## config.mk

```make
export PLATFORM = sky130hd
export DESIGN_NAME = conv_window_ctrl_flat
export DESIGN_NICKNAME = d
export VERILOG_FILES = /design/src/rtl/conv_window_ctrl_if.sv /design/src/rtl/conv_window_ctrl.sv /design/src/flat_wrapper.sv
export SDC_FILE = /design/constraint.sdc
export NUM_CORES = 1
export LEC_CHECK = 0
export CAP_MARGIN = 15
export CORE_ASPECT_RATIO = 1.4
export CORE_MARGIN = 1.5
export CORE_UTILIZATION = 39
export DETAILED_ROUTE_END_ITERATION = 16
export PLACE_DENSITY = 0.64
export SLEW_MARGIN = 20
export SYNTH_ARGS = -nofsm -noshare
export SYNTH_HDL_FRONTEND = slang
export SYNTH_SLANG_ARGS = --single-unit
```

## constraint.sdc

```tcl
create_clock -name clk_i -period 2.7 [get_ports clk_i]
set_input_delay 0.27 -clock clk_i [delete_from_list [all_inputs] [get_ports clk_i]]
set_output_delay 0.27 -clock clk_i [all_outputs]
set_load 0.005 [all_outputs]
```

## src/rtl/conv_window_ctrl_if.sv

```systemverilog
// conv_window_ctrl_if
//   Handshake bundle between a pixel source/window sink and conv_window_ctrl.
//   start_i     : frame-start pulse
//   pix_v_i     : upstream pixel valid
//   pix_ready_o : upstream request (transfer = pix_v_i && pix_ready_o)
//   lb_en_o     : line-buffer shift enable (equals the transfer term)
//   win_ready_i : downstream accepts the current window
//   win_v_o     : 3x3 window valid
//   col_o/row_o : window centre coordinates
//   sof_o/eof_o : first/last window of the frame
//   busy_o      : controller not idle
// The slave modport is the controller; master is the source/sink side.
interface conv_window_ctrl_if;
   logic       start_i;
   logic       pix_v_i;
   logic       pix_ready_o;
   logic       lb_en_o;
   logic       win_ready_i;
   logic       win_v_o;
   logic [9:0] col_o;
   logic [8:0] row_o;
   logic       sof_o;
   logic       eof_o;
   logic       busy_o;

   modport master (
      output start_i, pix_v_i, win_ready_i,
      input  pix_ready_o, lb_en_o, win_v_o, col_o, row_o, sof_o, eof_o, busy_o
   );

   modport slave (
      input  start_i, pix_v_i, win_ready_i,
      output pix_ready_o, lb_en_o, win_v_o, col_o, row_o, sof_o, eof_o, busy_o
   );
endinterface

```

## src/rtl/conv_window_ctrl.sv

```systemverilog
// conv_window_ctrl
//   Raster-scan controller for a 3x3 convolution window fed by line buffers.
//   Counts incoming pixels, primes the first two rows plus two pixels, then
//   issues one window per interior pixel with a valid/ready handshake.
// Ports:
//   clk_i   : clock, all state on rising edge
//   reset_i : synchronous active-high reset
//   ctl     : conv_window_ctrl_if.slave handshake bundle
module conv_window_ctrl #(
   parameter int IMG_W = 640,
   parameter int IMG_H = 480
) (
   input  logic               clk_i,
   input  logic               reset_i,
   conv_window_ctrl_if.slave  ctl
);

   localparam logic [9:0] COL_LAST = 10'(IMG_W - 1);
   localparam logic [8:0] ROW_LAST = 9'(IMG_H - 1);

   typedef enum logic [1:0] {IDLE, PRIME, STREAM, DONE} state_t;

   state_t     state, state_nx;
   logic [9:0] in_col;
   logic [8:0] in_row;
   logic       pix_ready;
   logic       xfer;
   logic       in_last;
   logic       win_hit;
   logic       win_v;
   logic [9:0] col;
   logic [8:0] row;
   logic       sof;
   logic       eof;

   assign in_last = (in_col == COL_LAST) && (in_row == ROW_LAST);
   // A window is centred one pixel up-left of the incoming pixel, so only
   // pixels with at least two rows and two columns behind them complete one.
   assign win_hit = (in_col >= 10'd2) && (in_row >= 9'd2);

   always_ff @(posedge clk_i) begin
      if (reset_i) state <= IDLE;
      else         state <= state_nx;
   end

   always_comb begin
      state_nx  = state;
      pix_ready = 1'b0;
      xfer      = 1'b0;
      case (state)
         IDLE:   pix_ready = 1'b0;
         PRIME:  pix_ready = 1'b1;
         // An unaccepted window must stall upstream so it is not overwritten.
         STREAM: pix_ready = !win_v || ctl.win_ready_i;
         DONE:   pix_ready = 1'b0;
         default: pix_ready = 1'b0;
      endcase
      xfer = ctl.pix_v_i && pix_ready;
      case (state)
         IDLE:   if (ctl.start_i) state_nx = PRIME;
         PRIME:  if (xfer && (in_row == 9'd2) && (in_col == 10'd1)) state_nx = STREAM;
         STREAM: if (xfer && in_last) state_nx = DONE;
         // In DONE the only window that can be pending is the eof window.
         DONE:   if (win_v && ctl.win_ready_i) state_nx = IDLE;
         default: state_nx = IDLE;
      endcase
   end

   always_ff @(posedge clk_i) begin
      if (reset_i) begin
         in_col <= '0;
         in_row <= '0;
      end else if (xfer) begin
         if (in_last) begin
            in_col <= '0;
            in_row <= '0;
         end else if (in_col == COL_LAST) begin
            in_col <= '0;
            in_row <= in_row + 9'd1;
         end else begin
            in_col <= in_col + 10'd1;
         end
      end
   end

   always_ff @(posedge clk_i) begin
      if (reset_i) begin
         win_v <= 1'b0;
         col   <= '0;
         row   <= '0;
         sof   <= 1'b0;
         eof   <= 1'b0;
      end else if (xfer && win_hit) begin
         win_v <= 1'b1;
         col   <= in_col - 10'd1;
         row   <= in_row - 9'd1;
         sof   <= (in_col == 10'd2) && (in_row == 9'd2);
         eof   <= in_last;
      end else if (ctl.win_ready_i) begin
         win_v <= 1'b0;
         sof   <= 1'b0;
         eof   <= 1'b0;
      end
   end

   assign ctl.pix_ready_o = pix_ready;
   assign ctl.lb_en_o     = xfer;
   assign ctl.win_v_o     = win_v;
   assign ctl.col_o       = col;
   assign ctl.row_o       = row;
   assign ctl.sof_o       = sof;
   assign ctl.eof_o       = eof;
   assign ctl.busy_o      = (state != IDLE);

endmodule
```

## src/flat_wrapper.sv

```systemverilog
// flat-port wrapper written by rule: the top's interface ports become plain ports
module conv_window_ctrl_flat 
#(
   parameter int IMG_W = 640,
   parameter int IMG_H = 480
)
  (clk_i, reset_i, ctl_start_i, ctl_pix_v_i, ctl_win_ready_i, ctl_pix_ready_o, ctl_lb_en_o, ctl_win_v_o, ctl_col_o, ctl_row_o, ctl_sof_o, ctl_eof_o, ctl_busy_o);
  conv_window_ctrl_if ctl_i ();
  input  logic clk_i;
  input  logic reset_i;
  input wire logic [$bits(ctl_i.start_i)-1:0] ctl_start_i;
  input wire logic [$bits(ctl_i.pix_v_i)-1:0] ctl_pix_v_i;
  input wire logic [$bits(ctl_i.win_ready_i)-1:0] ctl_win_ready_i;
  output wire logic [$bits(ctl_i.pix_ready_o)-1:0] ctl_pix_ready_o;
  output wire logic [$bits(ctl_i.lb_en_o)-1:0] ctl_lb_en_o;
  output wire logic [$bits(ctl_i.win_v_o)-1:0] ctl_win_v_o;
  output wire logic [$bits(ctl_i.col_o)-1:0] ctl_col_o;
  output wire logic [$bits(ctl_i.row_o)-1:0] ctl_row_o;
  output wire logic [$bits(ctl_i.sof_o)-1:0] ctl_sof_o;
  output wire logic [$bits(ctl_i.eof_o)-1:0] ctl_eof_o;
  output wire logic [$bits(ctl_i.busy_o)-1:0] ctl_busy_o;
  assign ctl_i.start_i = ctl_start_i;
  assign ctl_i.pix_v_i = ctl_pix_v_i;
  assign ctl_i.win_ready_i = ctl_win_ready_i;
  assign ctl_pix_ready_o = ctl_i.pix_ready_o;
  assign ctl_lb_en_o = ctl_i.lb_en_o;
  assign ctl_win_v_o = ctl_i.win_v_o;
  assign ctl_col_o = ctl_i.col_o;
  assign ctl_row_o = ctl_i.row_o;
  assign ctl_sof_o = ctl_i.sof_o;
  assign ctl_eof_o = ctl_i.eof_o;
  assign ctl_busy_o = ctl_i.busy_o;
  conv_window_ctrl #(.IMG_W(IMG_W), .IMG_H(IMG_H)) u_core (.clk_i(clk_i), .reset_i(reset_i), .ctl(ctl_i));
endmodule
```

=== Word level (Yosys, flattened, before mapping) ===
Cells that the tools add are included.

* Bits in read-only memories: 0
* Logic and storage cells: 58
* Output and inout bits: 25
* Latch bits: 0
* Input bits: 5
* Memories: 0
* Bits in writable memories: 0
* Register bits: 43

* Shifts and indexed selects: 0
* Multipliers: 0
* Add/sub/neg operators: 4
* Div/mod/pow operators: 0
* $lt $le $gt $ge: 2
* Bitwise gates (word level): 0
* Mux-type cells: 14
* Equal/unequal tests: 12
* Reductions and logical operators: 18

{| class="wikitable"
|+ Operators with widths
! operator !! number
|-
| 10-bit two-way mux || 2
|-
| 9-bit two-way mux || 2
|-
| 10-bit by 1-bit adder with 10-bit output (second input constant) || 1
|-
| 10-bit by 1-bit equality test with 1-bit output (second input constant) || 1
|-
| 10-bit equality test (second input constant) || 1
|-
| 10-bit by 2-bit equality test with 1-bit output (second input constant) || 1
|-
| 10-bit by 2-bit greater-or-equal comparator with 1-bit output (second input constant) || 1
|-
| 10-bit by 1-bit subtractor with 10-bit output (second input constant) || 1
|-
| 9-bit by 1-bit adder with 9-bit output (second input constant) || 1
|-
| 9-bit by 2-bit equality test with 1-bit output (second input constant) || 1
|-
| 9-bit equality test (second input constant) || 1
|-
| 9-bit by 2-bit greater-or-equal comparator with 1-bit output (second input constant) || 1
|-
| 1-bit logical AND || 9
|-
| 9-bit by 1-bit subtractor with 9-bit output (second input constant) || 1
|-
| 2-bit two-way mux || 4
|-
| 2-bit case mux with 4 select lines || 1
|-
| 2-bit by 1-bit inequality test with 1-bit output (second input constant) || 3
|-
| 2-bit nonzero test || 3
|-
| 2-bit equality test (second input constant) || 2
|-
| 1-bit two-way mux || 4
|-
| 4-bit AND reduction || 1
|-
| 1-bit case mux with 3 select lines || 1
|-
| 2-bit by 1-bit equality test with 1-bit output (second input constant) || 1
|-
| 2-bit zero test || 1
|-
| other kinds (5) || 5
|}

=== Depth between registers and ports, before layout ===
Gate-level depths: netlist of run 1.

* Depth after elaboration: 8
* Mapped depth: 10
* Depth with buffers taken out: 7

=== Worst setup path before layout of run 1 ===
No wires, ideal clock.

* Path kind: register to register
* Start: reg u_core.state[0]
* End: reg u_core.row[1] (netlist: u_core.ctl.row_o[1])
* Path buffers: 3
* Path slack: 0.509 ns
* Clock period less this slack: 2.191 ns
* Arrival: 2.105 ns
* Required time: 2.614 ns
* Stages on the path, launching flop included: 11
* Setup time: 0.086 ns
* Cells stage by stage: dfxtp_1 -> inv_1 -> ha_1 -> and3b_1 -> clkbuf_1 -> nor2_1 -> and3b_1 -> clkbuf_2 -> clkbuf_1 -> nor2_1 -> a211oi_1

* Longest elaborated chain between the ends: 5
* Elaborated cells on any way between the ends: 8
* Classes of those cells: eq/ne (3); mux (1); reduce/logical (4)

{| class="wikitable"
|+ Ends and longest elaborated chain
! item !! RTL line !! RTL
|-
| from (decl) || conv_window_ctrl.sv:23 || <nowiki>state_t state, state_nx;</nowiki>
|-
| from (signal assigned) || conv_window_ctrl.sv:43 || <nowiki>else state <= state_nx;</nowiki>
|-
| 2-bit equality test / 2-bit zero test (equally long branches) || conv_window_ctrl.sv:50 || <nowiki>case (state)</nowiki>
|-
| 2-bit OR reduction (no line) || - ||
|-
| 1-bit case mux with 3 select lines (*) || conv_window_ctrl.sv:50 ||
|-
| 1-bit logical AND (*) || conv_window_ctrl.sv:58 || <nowiki>xfer = ctl.pix_v_i && pix_ready;</nowiki>
|-
| via ctl_lb_en_o || flat_wrapper.sv:15 || <nowiki>output wire logic [$bits(ctl_i.lb_en_o)-1:0] ctl_lb_en_o;</nowiki>
|-
| 1-bit logical AND (*) || conv_window_ctrl.sv:93 || <nowiki>end else if (xfer && win_hit) begin</nowiki>
|-
| to (signal assigned) || conv_window_ctrl.sv:96 || <nowiki>row <= in_row - 9'd1;</nowiki>
|-
| to (decl) || conv_window_ctrl.sv:32 || <nowiki>logic [8:0] row;</nowiki>
|}

Mark *: on every way through the listed nets, which the timed path passes. The rest lies on a longest branch.
A chain may end at the register's enable or synchronous reset.

=== Worst setup path in the final report of run 1 ===
* Start: reg u_core.state[0]
* End: out ctl_lb_en_o

* Longest elaborated chain between the ends: 4
* Elaborated cells on any way between the ends: 7
* Classes of those cells: eq/ne (3); mux (1); reduce/logical (3)

{| class="wikitable"
|+ Ends and longest elaborated chain
! item !! RTL line
|-
| 2-bit equality test / 2-bit zero test (equally long branches) || conv_window_ctrl.sv:50
|-
| 2-bit OR reduction (no line) || -
|-
| 1-bit case mux with 3 select lines (*) || conv_window_ctrl.sv:50
|-
| 1-bit logical AND (*) || conv_window_ctrl.sv:58
|-
| to (decl) || flat_wrapper.sv:15
|}

Mark *: on every way between the ends. The rest lies on a longest branch, timed or not.

==> metrics.yaml, run 1 <==
fin_crit_sh_pct: 90.3
routed_wl_microns: 4460
clkLatencyLatePin_ns: 0.30
ir_drop_mv: 0.207
clock_skew_ns: 0.00547
synth_warnings: 0
syn-num-nets: 274
seq_power_share_pct: 46.1
ioPinCount: 30
yosysMostFrequentCell: "nor2_1"
grt_max_degree: 41
die_w_microns: 66.3
cts_tree: "built"
powerDensity_mw_per_mm2: 567
clock_tree.root_cell: "clkbuf_8"
num_rows: 32
ant_nets: 0
syn_area_sq_mm: 0.00219
grt_usage_pct: 15.4
port_buffers: 29
initialDrtViolationCount: 66
period_minus_slack_ns: 2.44
worstSetupStartpointType: "flop"
drv_cap: 0
clkPwrFrac_pct: 27.6
endpoint_kind: "output port"
rsz0062_at_grt: "false"
synth_commonest_cells: "46 x nor2_1, 43 x dfxtp_1, 16 x a211oi_1"
fin_cells: 350
ctsResizeCount: 0
final.setup.worst_slack_ns: 0.263
synth.largest_area_cell: "dfxtp_1"
synthTopCellsByArea: "dfxtp_1 39%, nor2_1 7.9%, ha_1 6.3%"
overflow: 0
worstPathCellList: "inv_1 -> ha_1 -> o21ai_0 -> nor2_1 -> clkdlybuf4s50_1"
vias: 1768
dp_cells: 343
grt_pass1_vias: 1596
ys_async_sr_fraction_pct: 0
synthFlopType: "dfxtp_1"
fin_tns_setup_ns: 0
die_h_microns: 91.7
core_sq_mm: 0.00545
dr.pass1.iters: 4
finalNetCount: 298
synth_edf_count: 0
synthCells: 258
power_frac_comb_pct: 26.3
die_area_sq_mm: 0.00608
initial_core_util_pct: 40.2
cp_max_fo: 4
htree_levels: 2
synth.avg_cell_area_sq_um: 8.49
hold_buffers: 0
synth_top_area_share_pct: 39.3
drc: 0
tightestPinTransition_ns: 0.697
crit_arrival_ns: 2.17
cts_made_buffers: 5
clk_pin_slew_worst_paths_ns: 0.07
leakagePower_uw: 0.00101
drive_gt1_share_pct: 5.32
vias_per_cell: 5.05
final_hold_viol_count: 0
cts.path.max_buffers: 2
antenna_found_initial: 0
cts_sinks: 43
seq_area_frac_synth_pct: 39.3
crit_path_top_delay_cell: "clkdlybuf4s50_1"
ys_ff_latch: 43
dpl.hpwl_microns: 3390
worstSetupPathType: "reg -> out"
max_slew_margin_pct: 53.1
power.share.switching_pct: 29.1
fmax_ghz: 0.410
post-place-ws_ns: 0.393
gp_congestion: 0.785
slew_viol_final: 0
hold_path.class: "reg -> reg"
status: "finished clean"
finalSetupViolCount: 0
area_growth_pct: 19.8
n_fill_cell: 555
internal_power_uw: 1050
ys_types: 35
avgRoutedWirePerCell_microns: 12.7
required_ns: 2.43
postCtsSetupBuffers: 0
n_antenna_cell: 0
p_sw_uw: 433
cpPeakStageDelay_ns: 0.51
grt_pass1_wl_microns: 7270
-- cell families after synthesis --
group	Yosys count	share of synthesized area [%]
AND/OR/NAND/NOR	112	25.7
flip-flops	43	39.3
AO/OA/AOI/OAI	33	10.3
XOR/XNOR	28	11.2
buffers and inverters	28	5.83
adder cells (fa/ha/maj)	11	6.29
multiplexers	3	1.37
-- flip-flops by register name (all words and copies together), names as in the netlist --
signal              count
u_core.ctl.win_v_o      1
u_core.in_col          10
u_core.state            2
u_core.ctl.row_o        9
u_core.ctl.sof_o        1
u_core.ctl.col_o       10
u_core.ctl.eof_o        1
u_core.in_row           9
-- cells in the final DEF, fill, tap and decap left out, drive strengths merged, types with 2 or more instances in the layout --
cell type	n
a211oi	16
a21oi	7
a311oi	2
and2	2
and3	5
and3b	2
buf	7
clkbuf	6
clkdlybuf4s50	29
dfxtp	43
ha	11
inv	9
mux2i	3
nand2	15
nand2b	4
nand3	9
nand3b	2
nand4	10
nor2	46
nor3	2
nor4	7
o21ai	4
o31ai	2
or4	3
xnor2	13
xor2	15
-- cell type report --
class	instances	area, sq um	share of cell area, %
sequential	43	861	32.8
tap	68	85.1	3.24
multi-input combinational	187	1200	45.8
clock inverter	1	5.00	0.191
clock buffer	6	82.6	3.15
timing repair buffer	36	355	13.5
inverter	9	33.8	1.29
-- power groups by stage --
stage	clock network (uW)	logic, uW	registers [uW]
3_3_place_gp	0	395	698
4_1_cts	422	398	686
5_1_grt	443	430	689
6_report	411	392	686
3_5_place_dp	0	396	701
2_1_floorplan	0	256	688
-- critical path: cells and delay by family, from the launching register on --
kind | cells | cell delay (ns)
DFF | 1 | 0.37
AOI/OAI and AO/OA | 1 | 0.41
and+or+nand+nor | 1 | 0.17
adders and majority gates | 1 | 0.32
buffers and inverters | 2 | 0.60
-- per-stage QoR --
stage / util, % / area (sq um) / total power, uW / hold slack, ns
global placement: 46.6 / 2540 / 1090 / 0.477
CTS: 48.2 / 2620 / 1510 / 0.500
floorplan: - / 2190 / 944 / 0.450
global route: 48.2 / 2620 / 1560 / 0.512
finish: 48.2 / 2620 / 1490 / 0.497
detailed placement: 46.6 / 2540 / 1100 / 0.488
-- final timing paths --
check	from	to	slack, ns	depth (start not counted)
hold reg to reg	u_core.ctl.eof_o$_SDFFE_PP0P_	u_core.ctl.eof_o$_SDFFE_PP0P_	0.50	2
hold / removal	u_core.ctl.eof_o$_SDFFE_PP0P_	u_core.ctl.eof_o$_SDFFE_PP0P_	0.50	2
setup / recovery	u_core.state[0]$_SDFFE_PP0P_	ctl_lb_en_o	0.26	5
setup reg to reg	u_core.state[1]$_SDFFE_PP0P_	u_core.state[0]$_SDFFE_PP0P_	0.40	7
-- metal layers --
layer	part of all wire (%)	global-route usage [%]
met1	48	19.7
met5	0	0
met4	1.3	6.12
met2	48	24.8
met3	2.5	3.31
(Power assumes the default switching activity.)
==> inputs of run 2 (changes only) <==
Settings changed: RECOVER_POWER set to 25.
==> metrics.yaml, run 2 (synthesized netlist as in run 1, its figures left out) <==
status: "finished clean"
clock_skew_ns: 0.00590
num_rows: 32
post-place-ws_ns: 0.393
cpPeakStageDelay_ns: 0.52
reg2reg_to: "u_core.state[0]$_SDFFE_PP0P_"
fmax_ghz: 0.410
drc: 0
dr.pass1.iters: 4
powerDensity_mw_per_mm2: 567
antenna_found_initial: 0
leakagePower_uw: 0.00107
layout_commonest_cell: "nor2_1"
crit_arrival_ns: 2.17
routed_wl_microns: 4450
fin_crit_sh_pct: 90.3
rsz0062_at_grt: "false"
period_minus_slack_ns: 2.44
die_area_sq_mm: 0.00608
worstSetupPathType: "reg -> out"
holdPathStages: 2
die_h_microns: 91.7
cts_sinks: 43
fin_tns_setup_ns: 0
core_sq_mm: 0.00545
r2r_slack_ns: 0.41
hold_path.class: "reg -> reg"
grt_pass1_vias: 1596
cp_max_fo: 4
n_fill_cell: 555
tightestPinTransition_ns: 0.691
cts.path.max_buffers: 2
worstSetupStartpointType: "flop"
htree_levels: 2
ctsResizeCount: 0
ioPinCount: 30
finalNetCount: 298
n_antenna_cell: 0
grt_pass1_wl_microns: 7270
grt_usage_pct: 15.4
ir_drop_mv: 0.207
crit_path_top_delay_cell: "clkdlybuf4s50_1"
clock_tree.root_cell: "clkbuf_8"
hold_end: "u_core.ctl.eof_o$_SDFFE_PP0P_"
initialDrtViolationCount: 69
cts_tree: "built"
die_w_microns: 66.3
finalSetupViolCount: 0
max_slew_margin_pct: 53.5
avgRoutedWirePerCell_microns: 12.7
final_hold_viol_count: 0
vias: 1765
initial_core_util_pct: 40.2
clk_pin_slew_worst_paths_ns: 0.07
hp-start: "u_core.ctl.eof_o$_SDFFE_PP0P_"
area_growth_pct: 19.8
hold_buffers: 0
ant_nets: 0
ff2ff_path_depth: 7
clkLatencyLatePin_ns: 0.30
overflow: 0
postCtsSetupBuffers: 0
port_buffers: 29
vias_per_cell: 5.04
cts_made_buffers: 5
final.setup.worst_slack_ns: 0.262
slew_viol_final: 0
dpl.hpwl_microns: 3390
drv_cap: 0
worstPathCellList: "inv_1 -> ha_1 -> o21ai_0 -> nor2_1 -> clkdlybuf4s50_1"
required_ns: 2.43
final_cell_mix: "46 x nor2_1, 43 x dfxtp_1, 17 x dlygate4sd3_1, 16 x a211oi_1"
grt_max_degree: 41
gp_congestion: 0.785
endpoint_kind: "output port"
drive_gt1_share_pct: 5.32
rr_startpoint: "u_core.state[1]$_SDFFE_PP0P_"
==> run 2: routing by layer <==
layer / GRT usage [%] / wire length [microns] / part of all wire, % / vias up
li1: - / - / - / 941
met1: 19.7 / 2120 / 48 / 795
met2: 24.8 / 2160 / 48 / 22
met3: 3.31 / 102 / 2.3 / 7
met4: 6.12 / 68 / 1.5 / 0
met5: 0 / 0 / 0 / -
==> run 2: how the worst max path moves through the flow <==
stage / from / endpoint / slack, ns / cells after the start
final: u_core.state[0]$_SDFFE_PP0P_ / ctl_lb_en_o / 0.26 / 5
after CTS: u_core.state[0]$_SDFFE_PP0P_ / ctl_lb_en_o / 0.23 / 5
after global placement: ctl_win_ready_i / u_core.in_row[4]$_SDFFE_PP0P_ / 0.43 / 7
after floorplan: u_core.state[0]$_SDFFE_PP0P_ / u_core.ctl.row_o[1]$_SDFFE_PP0P_ / 0.51 / 10
after global routing: u_core.state[1]$_SDFFE_PP0P_ / ctl_lb_en_o / 0.13 / 5
after detailed placement: ctl_win_ready_i / u_core.state[0]$_SDFFE_PP0P_ / 0.39 / 6
==> run 2: cell type report <==
type                    instances  area [sq um]  area share, %
clock inverters                 1          5.00          0.191
multi-input cells             187          1200           45.8
repair buffers                 36           355           13.5
flip-flops and latches         43           861           32.8
clock buffers                   6          82.6           3.15
inverters                       9          33.8           1.29
well taps                      68          85.1           3.24
==> run 2: critical path: cells and delay by family (launching register included) <==
family | cells | cell delay [ns]
adders and majority gates | 1 | 0.32
AOI/OAI and AO/OA | 1 | 0.41
and+or+nand+nor | 1 | 0.17
buffers and inverters | 2 | 0.61
DFF | 1 | 0.37
==> run 2: stage by stage <==
| stage | power, uW | cells | instance area [sq um] | hold slack (ns) | utilization (%) |
|---|---|---|---|---|---|
| after global placement | 1090 | 343 | 2540 | 0.477 | 46.6 |
| after floorplan | 944 | 258 | 2190 | 0.450 | - |
| after CTS | 1510 | 350 | 2620 | 0.500 | 48.2 |
| final | 1490 | 350 | 2620 | 0.494 | 48.2 |
| after detailed placement | 1100 | 343 | 2540 | 0.488 | 46.6 |
| after global routing | 1560 | 350 | 2620 | 0.509 | 48.2 |
==> run 2: power breakdown <==
| group | total, uW | leakage (uW) | internal, uW | switching, uW |
|---|---|---|---|---|
| combinational | 392 | 0.000673 | 199 | 193 |
| sequential | 686 | 0.000347 | 655 | 31.2 |
| clock | 410 | 0.0000470 | 201 | 210 |
| total | 1490 | 0.00107 | 1050 | 434 |
==> inputs of run 3 (changes only) <==
Settings changed: SETUP_SLACK_MARGIN set to 0.05, SLEW_MARGIN 20 to 40.
==> results of run 3 <==
Same layout as run 2: the final DEF is identical, and so are final timing and power.
